### src/rtl/conversor_bcd_display_pkg.sv
// rtl/conversor_bcd_display_pkg.sv - shared types and constants for the BCD display converter
package conversor_bcd_display_pkg;

    typedef enum logic [1:0] {
        IDLE,
        DESLOCA,
        CONCLUI
    } estado_t;

    // Active-low segments, bit0 = a .. bit6 = g
    localparam logic [6:0] SEG_0       = 7'h40;
    localparam logic [6:0] SEG_1       = 7'h79;
    localparam logic [6:0] SEG_2       = 7'h24;
    localparam logic [6:0] SEG_3       = 7'h30;
    localparam logic [6:0] SEG_4       = 7'h19;
    localparam logic [6:0] SEG_5       = 7'h12;
    localparam logic [6:0] SEG_6       = 7'h02;
    localparam logic [6:0] SEG_7       = 7'h78;
    localparam logic [6:0] SEG_8       = 7'h00;
    localparam logic [6:0] SEG_9       = 7'h10;
    localparam logic [6:0] SEG_APAGADO = 7'h7F;
    localparam logic [6:0] SEG_TRACO   = 7'h3F;

    function automatic int pot10(input int n);
        int r;
        r = 1;
        for (int i = 0; i < n; i++) r = r * 10;
        return r;
    endfunction

endpackage

### src/rtl/conversor_bcd_display_if.sv
// rtl/conversor_bcd_display_if.sv - start/pronto handshake and display outputs bundle
interface conversor_bcd_display_if #(
    parameter int WIDTH  = 8,
    parameter int DIGITS = 3
);
    logic                  start;
    logic [WIDTH-1:0]      valor;
    logic                  ocupado;
    logic                  pronto;
    logic                  estouro;
    logic [4*DIGITS-1:0]   bcd;
    logic [7*DIGITS-1:0]   seg;

    modport master (
        output start, valor,
        input  ocupado, pronto, estouro, bcd, seg
    );

    modport slave (
        input  start, valor,
        output ocupado, pronto, estouro, bcd, seg
    );
endinterface

### src/rtl/conversor_bcd_display_decodificador_7seg.sv
// rtl/conversor_bcd_display_decodificador_7seg.sv - BCD digit to active-low 7-segment decoder
module decodificador_7seg
    import conversor_bcd_display_pkg::*;
(
    input  logic [3:0] bcd_i,
    output logic [6:0] seg_o
);
    always_comb begin
        seg_o = SEG_APAGADO;
        case (bcd_i)
            4'd0:    seg_o = SEG_0;
            4'd1:    seg_o = SEG_1;
            4'd2:    seg_o = SEG_2;
            4'd3:    seg_o = SEG_3;
            4'd4:    seg_o = SEG_4;
            4'd5:    seg_o = SEG_5;
            4'd6:    seg_o = SEG_6;
            4'd7:    seg_o = SEG_7;
            4'd8:    seg_o = SEG_8;
            4'd9:    seg_o = SEG_9;
            default: seg_o = SEG_APAGADO;
        endcase
    end
endmodule

### src/rtl/conversor_bcd_display.sv
// rtl/conversor_bcd_display.sv - iterative double-dabble binary to BCD converter driving 7-segment displays
module conversor_bcd_display
    import conversor_bcd_display_pkg::*;
#(
    parameter int WIDTH         = 8,
    parameter int DIGITS        = 3,
    parameter int SUPRIME_ZEROS = 1
) (
    input  logic                    clk,
    input  logic                    rst_n,
    conversor_bcd_display_if.slave  bus
);
    localparam int          SW     = 4 * DIGITS;
    localparam int          CW     = $clog2(WIDTH + 1);
    localparam logic [31:0] LIMITE = 32'(pot10(DIGITS));

    estado_t               estado_q, estado_d;
    logic [WIDTH-1:0]      desloc_q, desloc_d;
    logic [SW-1:0]         scratch_q, scratch_d;
    logic [CW-1:0]         cnt_q, cnt_d;
    logic                  ovf_q, ovf_d;
    logic [SW-1:0]         bcd_q, bcd_d;
    logic [7*DIGITS-1:0]   seg_q, seg_d;
    logic                  estouro_q, estouro_d;
    logic                  pronto_q, pronto_d;

    logic [SW-1:0]         ajustado;
    logic [7*DIGITS-1:0]   seg_dec;
    logic                  zeros_acima;

    for (genvar k = 0; k < DIGITS; k++) begin : g_dec
        decodificador_7seg u_dec (
            .bcd_i (scratch_q[4*k +: 4]),
            .seg_o (seg_dec[7*k +: 7])
        );
    end

    always_comb begin
        estado_d    = estado_q;
        desloc_d    = desloc_q;
        scratch_d   = scratch_q;
        cnt_d       = cnt_q;
        ovf_d       = ovf_q;
        bcd_d       = bcd_q;
        seg_d       = seg_q;
        estouro_d   = estouro_q;
        pronto_d    = 1'b0;
        zeros_acima = 1'b1;

        ajustado = scratch_q;
        for (int k = 0; k < DIGITS; k++) begin
            if (scratch_q[4*k +: 4] >= 4'd5)
                ajustado[4*k +: 4] = scratch_q[4*k +: 4] + 4'd3;
        end

        case (estado_q)
            IDLE: begin
                if (bus.start) begin
                    desloc_d  = bus.valor;
                    scratch_d = '0;
                    cnt_d     = CW'(WIDTH);
                    ovf_d     = ({{(32-WIDTH){1'b0}}, bus.valor} >= LIMITE);
                    estado_d  = DESLOCA;
                end
            end
            DESLOCA: begin
                {scratch_d, desloc_d} = {ajustado[SW-2:0], desloc_q, 1'b0};
                cnt_d = cnt_q - CW'(1);
                if (cnt_q == CW'(1))
                    estado_d = CONCLUI;
            end
            CONCLUI: begin
                pronto_d  = 1'b1;
                estado_d  = IDLE;
                estouro_d = ovf_q;
                if (ovf_q) begin
                    bcd_d = '0;
                    seg_d = {DIGITS{SEG_TRACO}};
                end else begin
                    bcd_d = scratch_q;
                    seg_d = seg_dec;
                    // Blank from the top down until the first non-zero digit; digit 0 always shows
                    if (SUPRIME_ZEROS != 0) begin
                        for (int k = DIGITS - 1; k >= 1; k--) begin
                            if (zeros_acima && (scratch_q[4*k +: 4] == 4'd0))
                                seg_d[7*k +: 7] = SEG_APAGADO;
                            else
                                zeros_acima = 1'b0;
                        end
                    end
                end
            end
            default: estado_d = IDLE;
        endcase
    end

    always_ff @(posedge clk or negedge rst_n) begin
        if (!rst_n) begin
            estado_q  <= IDLE;
            desloc_q  <= '0;
            scratch_q <= '0;
            cnt_q     <= '0;
            ovf_q     <= 1'b0;
            bcd_q     <= '0;
            seg_q     <= '1;
            estouro_q <= 1'b0;
            pronto_q  <= 1'b0;
        end else begin
            estado_q  <= estado_d;
            desloc_q  <= desloc_d;
            scratch_q <= scratch_d;
            cnt_q     <= cnt_d;
            ovf_q     <= ovf_d;
            bcd_q     <= bcd_d;
            seg_q     <= seg_d;
            estouro_q <= estouro_d;
            pronto_q  <= pronto_d;
        end
    end

    assign bus.ocupado = (estado_q == DESLOCA);
    assign bus.pronto  = pronto_q;
    assign bus.estouro = estouro_q;
    assign bus.bcd     = bcd_q;
    assign bus.seg     = seg_q;

endmodule

### src/flat_wrapper.sv
// flat-port wrapper written by rule: the top's interface ports become plain ports
module conversor_bcd_display_flat import conversor_bcd_display_pkg::*;
#(
    parameter int WIDTH         = 8,
    parameter int DIGITS        = 3,
    parameter int SUPRIME_ZEROS = 1
)
  (clk, rst_n, bus_start, bus_valor, bus_ocupado, bus_pronto, bus_estouro, bus_bcd, bus_seg);
  conversor_bcd_display_if #(.WIDTH(WIDTH), .DIGITS(DIGITS)) bus_i ();
  input  logic clk;
  input  logic rst_n;
  input wire logic [$bits(bus_i.start)-1:0] bus_start;
  input wire logic [$bits(bus_i.valor)-1:0] bus_valor;
  output wire logic [$bits(bus_i.ocupado)-1:0] bus_ocupado;
  output wire logic [$bits(bus_i.pronto)-1:0] bus_pronto;
  output wire logic [$bits(bus_i.estouro)-1:0] bus_estouro;
  output wire logic [$bits(bus_i.bcd)-1:0] bus_bcd;
  output wire logic [$bits(bus_i.seg)-1:0] bus_seg;
  assign bus_i.start = bus_start;
  assign bus_i.valor = bus_valor;
  assign bus_ocupado = bus_i.ocupado;
  assign bus_pronto = bus_i.pronto;
  assign bus_estouro = bus_i.estouro;
  assign bus_bcd = bus_i.bcd;
  assign bus_seg = bus_i.seg;
  conversor_bcd_display #(.WIDTH(WIDTH), .DIGITS(DIGITS), .SUPRIME_ZEROS(SUPRIME_ZEROS)) u_core (.clk(clk), .rst_n(rst_n), .bus(bus_i));
endmodule
### config.mk
export PLATFORM = sky130hd
export DESIGN_NAME = conversor_bcd_display_flat
export DESIGN_NICKNAME = d
export VERILOG_FILES = /design/src/rtl/conversor_bcd_display_pkg.sv /design/src/rtl/conversor_bcd_display_if.sv /design/src/rtl/conversor_bcd_display_decodificador_7seg.sv /design/src/rtl/conversor_bcd_display.sv /design/src/flat_wrapper.sv
export SDC_FILE = /design/constraint.sdc
export NUM_CORES = 1
export LEC_CHECK = 0
export BUFFER_PORTS_ARGS = -buffer_cell sky130_fd_sc_hd__buf_2
export CAP_MARGIN = 0
export CORE_MARGIN = 2
export CORE_UTILIZATION = 50
export DETAILED_ROUTE_END_ITERATION = 10
export HOLD_SLACK_MARGIN = 0.06
export PLACE_DENSITY_LB_ADDON = 0.1
export REMOVE_ABC_BUFFERS = 1
export SLEW_MARGIN = 20
export SYNTH_ARGS = -nofsm -noshare
export SYNTH_HDL_FRONTEND = slang
export SYNTH_SLANG_ARGS = --single-unit
### constraint.sdc
create_clock -name clk -period 1.68 [get_ports clk]
set_clock_uncertainty 0.15 [all_clocks]
set_input_delay 0.084 -clock clk [delete_from_list [all_inputs] [get_ports clk]]
set_output_delay 0.084 -clock clk [all_outputs]
set_load 0.03 [all_outputs]
==> results of run 1 <==
timing repair:
action / 4_1_cts / 5_1_grt
setup endpoints to repair: 1 / 18
resized for setup: 2 / 14
setup buffers: 0 / 3
hold endpoints to repair: 68 / 0
hold buffers: 11 / 0
area by class of cell:
class,instances,area share [%]
clock buffer,14,4.00
clock inverter,2,0.262
inverter,16,1.71
multi-input combinational,231,37.1
sequential,60,40.1
tap,75,2.46
timing repair buffer,81,14.4
metal layers:
| layer | track usage, % | part of all wire, % | vias up |
|---|---|---|---|
| met5 | 0 | 0 | - |
| met4 | 7.38 | 1.6 | 0 |
| met3 | 4.89 | 3.0 | 10 |
| met2 | 31.7 | 47 | 38 |
| met1 | 25.4 | 49 | 1130 |
| li1 | - | - | 1261 |
worst paths after layout:
| path | from | end | slack, ps | depth (start not counted) |
|---|---|---|---|---|
| max | u_core.estado_q[1] | u_core.desloc_q[5] | 80 | 4 |
| min | bus_start | u_core.desloc_q[3] | 120 | 5 |
| max reg2reg | u_core.estado_q[1] | u_core.desloc_q[5] | 80 | 4 |
| min reg2reg | u_core.bus.seg[13] | u_core.bus.seg[13] | 300 | 2 |
| max in group asynchronous | rst_n | u_core.bus.seg[8] | 920 | 3 |
| min in group asynchronous | rst_n | u_core.bus.bcd[2] | 130 | 3 |
power by group through the flow:
stage	logic, mW	clock network, mW	registers [mW]
CTS	3.94	1.14	2.66
detailed placement	3.89	0	2.68
finish	4.05	1.10	2.67
global placement	3.84	0	2.65
global route	4.57	1.20	2.78
floorplan	1.93	0	3.38
cell families (layout without fill, tap and decap cells):
kind of cell             after synthesis  in the layout
multiplexers                           9              9
XOR/XNOR                               4              4
other                                  1              1
flip-flops                            60             60
buffers and inverters                 36            113
AO/OA/AOI/OAI                         96             96
AND/OR/NAND/NOR                      104            104
adder cells (fa/ha/maj)               17             17
registers in the layout (all words and copies together) (netlist names):
name / flops
u_core.bus.pronto: 1
u_core.estado_q: 2
u_core.scratch_q: 12
u_core.cnt_q: 4
u_core.bus.seg: 21
u_core.bus.bcd: 12
u_core.desloc_q: 8
through the flow:
| step | cell area [µm²] | TNS (ps) |
|---|---|---|
| 2_1_floorplan | 2970 | -14070 |
| 3_3_place_gp | 3480 | 0 |
| 3_5_place_dp | 3480 | 0 |
| 4_1_cts | 3760 | 0 |
| 5_1_grt | 3810 | -19.4 |
| 6_report | 3810 | 0 |
worst register-to-register path: stages (launching register included):
cell and delay, ps:
dfrtp_2 450, nor2b_2 150, a21oi_1 80, dlygate4sd3_1 550, o21ai_0 140
layout by cell type (no fill, tap or decap), drive strengths merged, types with 11 or more instances in the layout:
cell         synthesis  layout
dfstp               21      21
dfrtp               39      39
ha                  17      17
o21ai               53      53
a21oi               18      18
nand2               61      61
buf                 16      70
clkbuf               4      14
dlygate4sd3          0      11
nor2                13      13
inv                 16      16
==> run metrics, run 1 <==
core area 0.00596 mm²; CP Max Fanout 7; worst hold slack 122 ps; dpl ws 28.0 ps; worst setup margin 80.2 ps; arrival time at the worst endpoint 1700 ps; largest area contributor in the netlist dfrtp_1; flip-flop and latch count after synthesis 60; IO Count 47; Max Clk Rate 625 MHz; Post-Synth Adder-Cell Area 6.89%; Seq/Total Area, Yosys 49.5%; unrepaired setup endpoints after global routing true; Pre-antenna DRT Iters 4; Vias/cell 5.09; max_cap viols 0; Post-synth EDFFs 0; Largest delay share family, worst path buffers and inverters; via count 2439; clock root cell clkbuf_8; global-route wire length before repair 10100 µm; count leader, synth nand2_1; Non-Filler Instances 479; Nets 427; sequential power share 34.1%; Syn Area/Cell 9.44 µm²; Hold Path Class input pin to flop; share of synthesized registers carrying an async set or reset 100%; Skew-Pair Late Insertion Delay 330 ps; top cell types by occurrence after synthesis 61 x nand2_1, 52 x o21ai_0, 39 x dfrtp_1, 21 x dfstp_2, 18 x a21oi_1; Sw Share 43.2%; PD cells 2050 mW/mm²; n_diodes 0; Synth area leaders dfrtp_1 32%, dfstp_2 18%, o21ai_0 8.4%; CP max-delay cell dlygate4sd3_1; largest net degree at the start of global routing 61; Setup Crit Path Kind flop to flop; total design power 7.83 mW; buffers and inverters on the worst path 1; fraction of the mapped netlist area in simple logic gates 15.5%; Final Util 64.1%; 1st-iter DRT viols 116; compound-gate portion of the synthesized area 17.9%; register area 0.00153 mm²; Peak VDD IR 0.000964 V; DRT Wirelength 6070 µm; final setup violation count 0; Setup crit end kind flop; cells along the critical path nor2b_2 > a21oi_1 > dlygate4sd3_1 > o21ai_0; Multi-input gate area 0.00141 mm²; fin crit share 95.2%; Fill cells 516; CP Data Required Time 1780 ps; Logic pwr share 51.8%; outcome complete, no violations; Clock Tree Buf Depth 2; Clk network pwr share 14.1%; synth unique cells 43; Max Transition Viols Final 0; Cells after Synth 327; routed length per instance 12.7 µm; main combinational cell family by area after synthesis compound AO/OA/AOI/OAI gates; min Tclk post-route 1600 ps; CTS tree done; starting density of the core 51.8%; residual DRC count 0; share of cells above drive strength 1 29.7%; synth-to-layout area growth 23.5%; Routed Antenna Nets 0; H-Tree Depth 3; share of the synthesized area in the top cell type 31.6%; Final Wtd Congestion 0.829; gr usage total 19.6%; Die Y-Extent 82.6 µm; Inst Count DP 449; vias in the first global route 2224; Synth Area in XOR/XNOR 1.13%; Post-synth top flop dfrtp_1; initial antenna violation count 0; P_sw 3.38 mW; post-synthesis mux area share 2.96%; CTS Buf Count 9; Reg clk slew, reported paths 60 ps; Lkg Pwr 1.81 nW; Congestion Overflow GR 0; internal power 4.45 mW; Die Area 0.00682 mm²; row count 28; CP startpoint kind flop; Die Width 82.6 µm; detailed-placement wirelength estimate 4060 µm; CTS Sinks 60; final hold violations 0; IO Port Bufs 45; Cell Area, Synth 0.00309 mm²; yosys warns 0; Crit path largest cell delay 550 ps
Note: power is estimated with default switching activity, not from simulation.
==> inputs of run 2 (changes only) <==
--- a/config.mk
+++ b/config.mk
@@ -7,8 +7,10 @@
 export LEC_CHECK = 0
 export BUFFER_PORTS_ARGS = -buffer_cell sky130_fd_sc_hd__buf_2
 export CAP_MARGIN = 0
+export CELL_PAD_IN_SITES_DETAIL_PLACEMENT = 0
+export CELL_PAD_IN_SITES_GLOBAL_PLACEMENT = 1
 export CORE_MARGIN = 2
-export CORE_UTILIZATION = 50
+export CORE_UTILIZATION = 39
 export DETAILED_ROUTE_END_ITERATION = 10
 export HOLD_SLACK_MARGIN = 0.06
 export PLACE_DENSITY_LB_ADDON = 0.1
==> run 2 against run 1 <==
  * Clock power is 48% higher
  * Non-clock buffer count rose by 4
  * Maximum frequency down 2.2%
  * Combinational power grew 2%
  * Hold slack got worse by 1.2 ps
  * Via count fell by 0.37%
  * Sequential cell count stayed put
  * Sequential power is essentially flat
  * Global-route usage shrank 2.8 points
  * Critical path type unchanged
  * Highest routed layer unchanged
==> run metrics, run 2 (synthesis gave the netlist of run 1 again) <==
outcome complete, no violations; Logic pwr share 49.0% (-2.8 points); Congestion Overflow GR 0 (unchanged); share of cells above drive strength 1 31.1% (+1.4 points); CP Data Required Time 1750 ps (-30 ps); internal power 4.96 mW (+12%); Vias/cell 4.76 (-6.4%); min Tclk post-route 1640 ps (+35.7 ps); placed instance area 0.00356 mm² (+2.4%); clock root cell clkbuf_8; dpl ws 10.1 ps (-17.9 ps); starting density of the core 40.2% (-12 points); gr usage total 16.8% (-2.8 points); relative slew slack 62.8%; most frequent cells in the layout 61 x nand2_1, 52 x o21ai_0, 44 x buf_2; global-route wire length before repair 11500 µm (+13%); Sw Share 41.0% (-2.2 points); CTS Sinks 60 (unchanged); via count 2430 (-0.37%); Peak VDD IR 0.000900 V (-6.7%); max reg flops 21 (unchanged); 1st-iter DRT viols 65 (-44%); row count 32 (+14%); CTS Buf Count 9 (unchanged); H-Tree Depth 3 (unchanged); Fill cells 794 (+54%); Setup crit end kind flop; Clock Tree Buf Depth 2 (unchanged); IO Port Bufs 45 (unchanged); Die Width 93.0 µm (+13%); Die Y-Extent 93.0 µm (+13%); residual DRC count 0 (unchanged); vias in the first global route 2422 (+8.9%); initial antenna violation count 0 (unchanged); Reg clk slew, reported paths 70 ps (about the same); P_sw 3.45 mW (+2.1%); Skew-Pair Late Insertion Delay 340 ps (about the same); final hold violations 0 (unchanged); PD cells 2120 mW/mm² (+3.3%); largest net degree at the start of global routing 39 (-36%); r2r setup slk 40 ps (-40 ps); Nets 431 (+0.94%); commonest non-fill, non-tap cell in the layout nand2_1; Clk network pwr share 19.4% (+5.3 points); CP Max Fanout 3 (-4); Worst-Margin Slew 559 ps; Setup Crit Path Kind flop to flop; Die Area 0.00865 mm² (+27%); DRT Wirelength 6570 µm (+8.3%); CTS tree done; Routed Antenna Nets 0 (unchanged); Final Wtd Congestion 0.802 (-3.3%); Pre-antenna DRT Iters 4 (unchanged); detailed-placement wirelength estimate 4680 µm (+15%); design area 0.00397 mm² (+4.2%); max_cap viols 0 (unchanged); sequential power share 31.6% (-2.5 points); final setup violation count 0 (unchanged); CP startpoint kind flop; Setup TNS 0 ps (unchanged); routed length per instance 12.9 µm (+1.7%); fin crit share 97.4% (+2.1 points); core area 0.00769 mm² (+29%); Max Transition Viols Final 0 (unchanged); Lkg Pwr 1.88 nW (+3.7%); Max Clk Rate 611 MHz (-2.2%); n_diodes 0 (unchanged); worst setup margin 44.5 ps (-35.7 ps); arrival time at the worst endpoint 1710 ps (about the same); Hold Path Class input pin to asynchronous set/reset pin; unrepaired setup endpoints after global routing true; synth-to-layout area growth 28.7%; IO Count 47 (unchanged)
-- run 2: cell count changes in the layout (fill, tap and decap cells not counted), moves of 2 or more --
cell / before / now
o21ai_0: 50 / 52
clkbuf_1: 4 / 1
buf_4: 24 / 26
bufinv_16: 0 / 3
o21ai_1: 3 / 1
-- run 2: worst max-delay path, stage by stage (launching register included) --
cell and delay [ps]:
dfrtp_1 390, buf_4 150, ha_1 200, nand2b_1 190, nor3b_1 160, a21oi_1 180, o21ai_0 100
-- run 2: final timing paths --
path	from	to	cells after the start
setup / recovery	u_core.scratch_q[0]	u_core.scratch_q[4]	6
hold / removal	rst_n	u_core.bus.bcd[10]	2
setup reg to reg	u_core.scratch_q[0]	u_core.scratch_q[4]	6
hold reg to reg	u_core.bus.seg[13]	u_core.bus.seg[13]	2
max in group asynchronous	rst_n	u_core.bus.seg[8]	3
min in group clk	bus_start	u_core.desloc_q[7]	5
-- run 2: cell type report --
cell class	instances	area, µm²	share of cell area [%]
clock inverters	4	95.1	2.39
inverters	16	65.1	1.64
flip-flops and latches	60	1530	38.5
repair buffers	85	593	14.9
multi-input cells	231	1410	35.5
clock buffers	12	155	3.90
well taps	102	128	3.21
-- run 2: timing repair --
action,in CTS,in global routing
gates resized for setup,0,12
buffers inserted,0,2
hold buffers,11,0
hold endpoints to repair,62,0
endpoints found under the setup margin,0,20
-- run 2: per-layer routing --
metal | wire (µm) | vias to the layer above | GRT usage [%]
met4 | 136 | 0 | 8.09
li1 | - | 1269 | -
met5 | 0 | - | 0
met1 | 3190 | 1122 | 22.6
met3 | 180 | 10 | 2.98
met2 | 3060 | 29 | 26.4
-- run 2: stage by stage --
stage	cells	utilization (%)	power [mW]	hold slack (ps)
floorplan	307	-	5.32	-362
global placement	481	46.4	6.63	-45.0
detailed placement	481	46.4	6.69	-33.0
CTS	508	51.1	8.40	121
global route	510	51.7	9.17	158
finish	510	51.7	8.42	120
-- run 2: power groups by stage --
stage	Clock [mW]	Combinational, mW	Sequential (mW)
3_5_place_dp	0	4.00	2.70
4_1_cts	1.68	4.04	2.68
3_3_place_gp	0	3.96	2.67
5_1_grt	1.75	4.65	2.77
2_1_floorplan	0	1.93	3.38
6_report	1.63	4.12	2.66
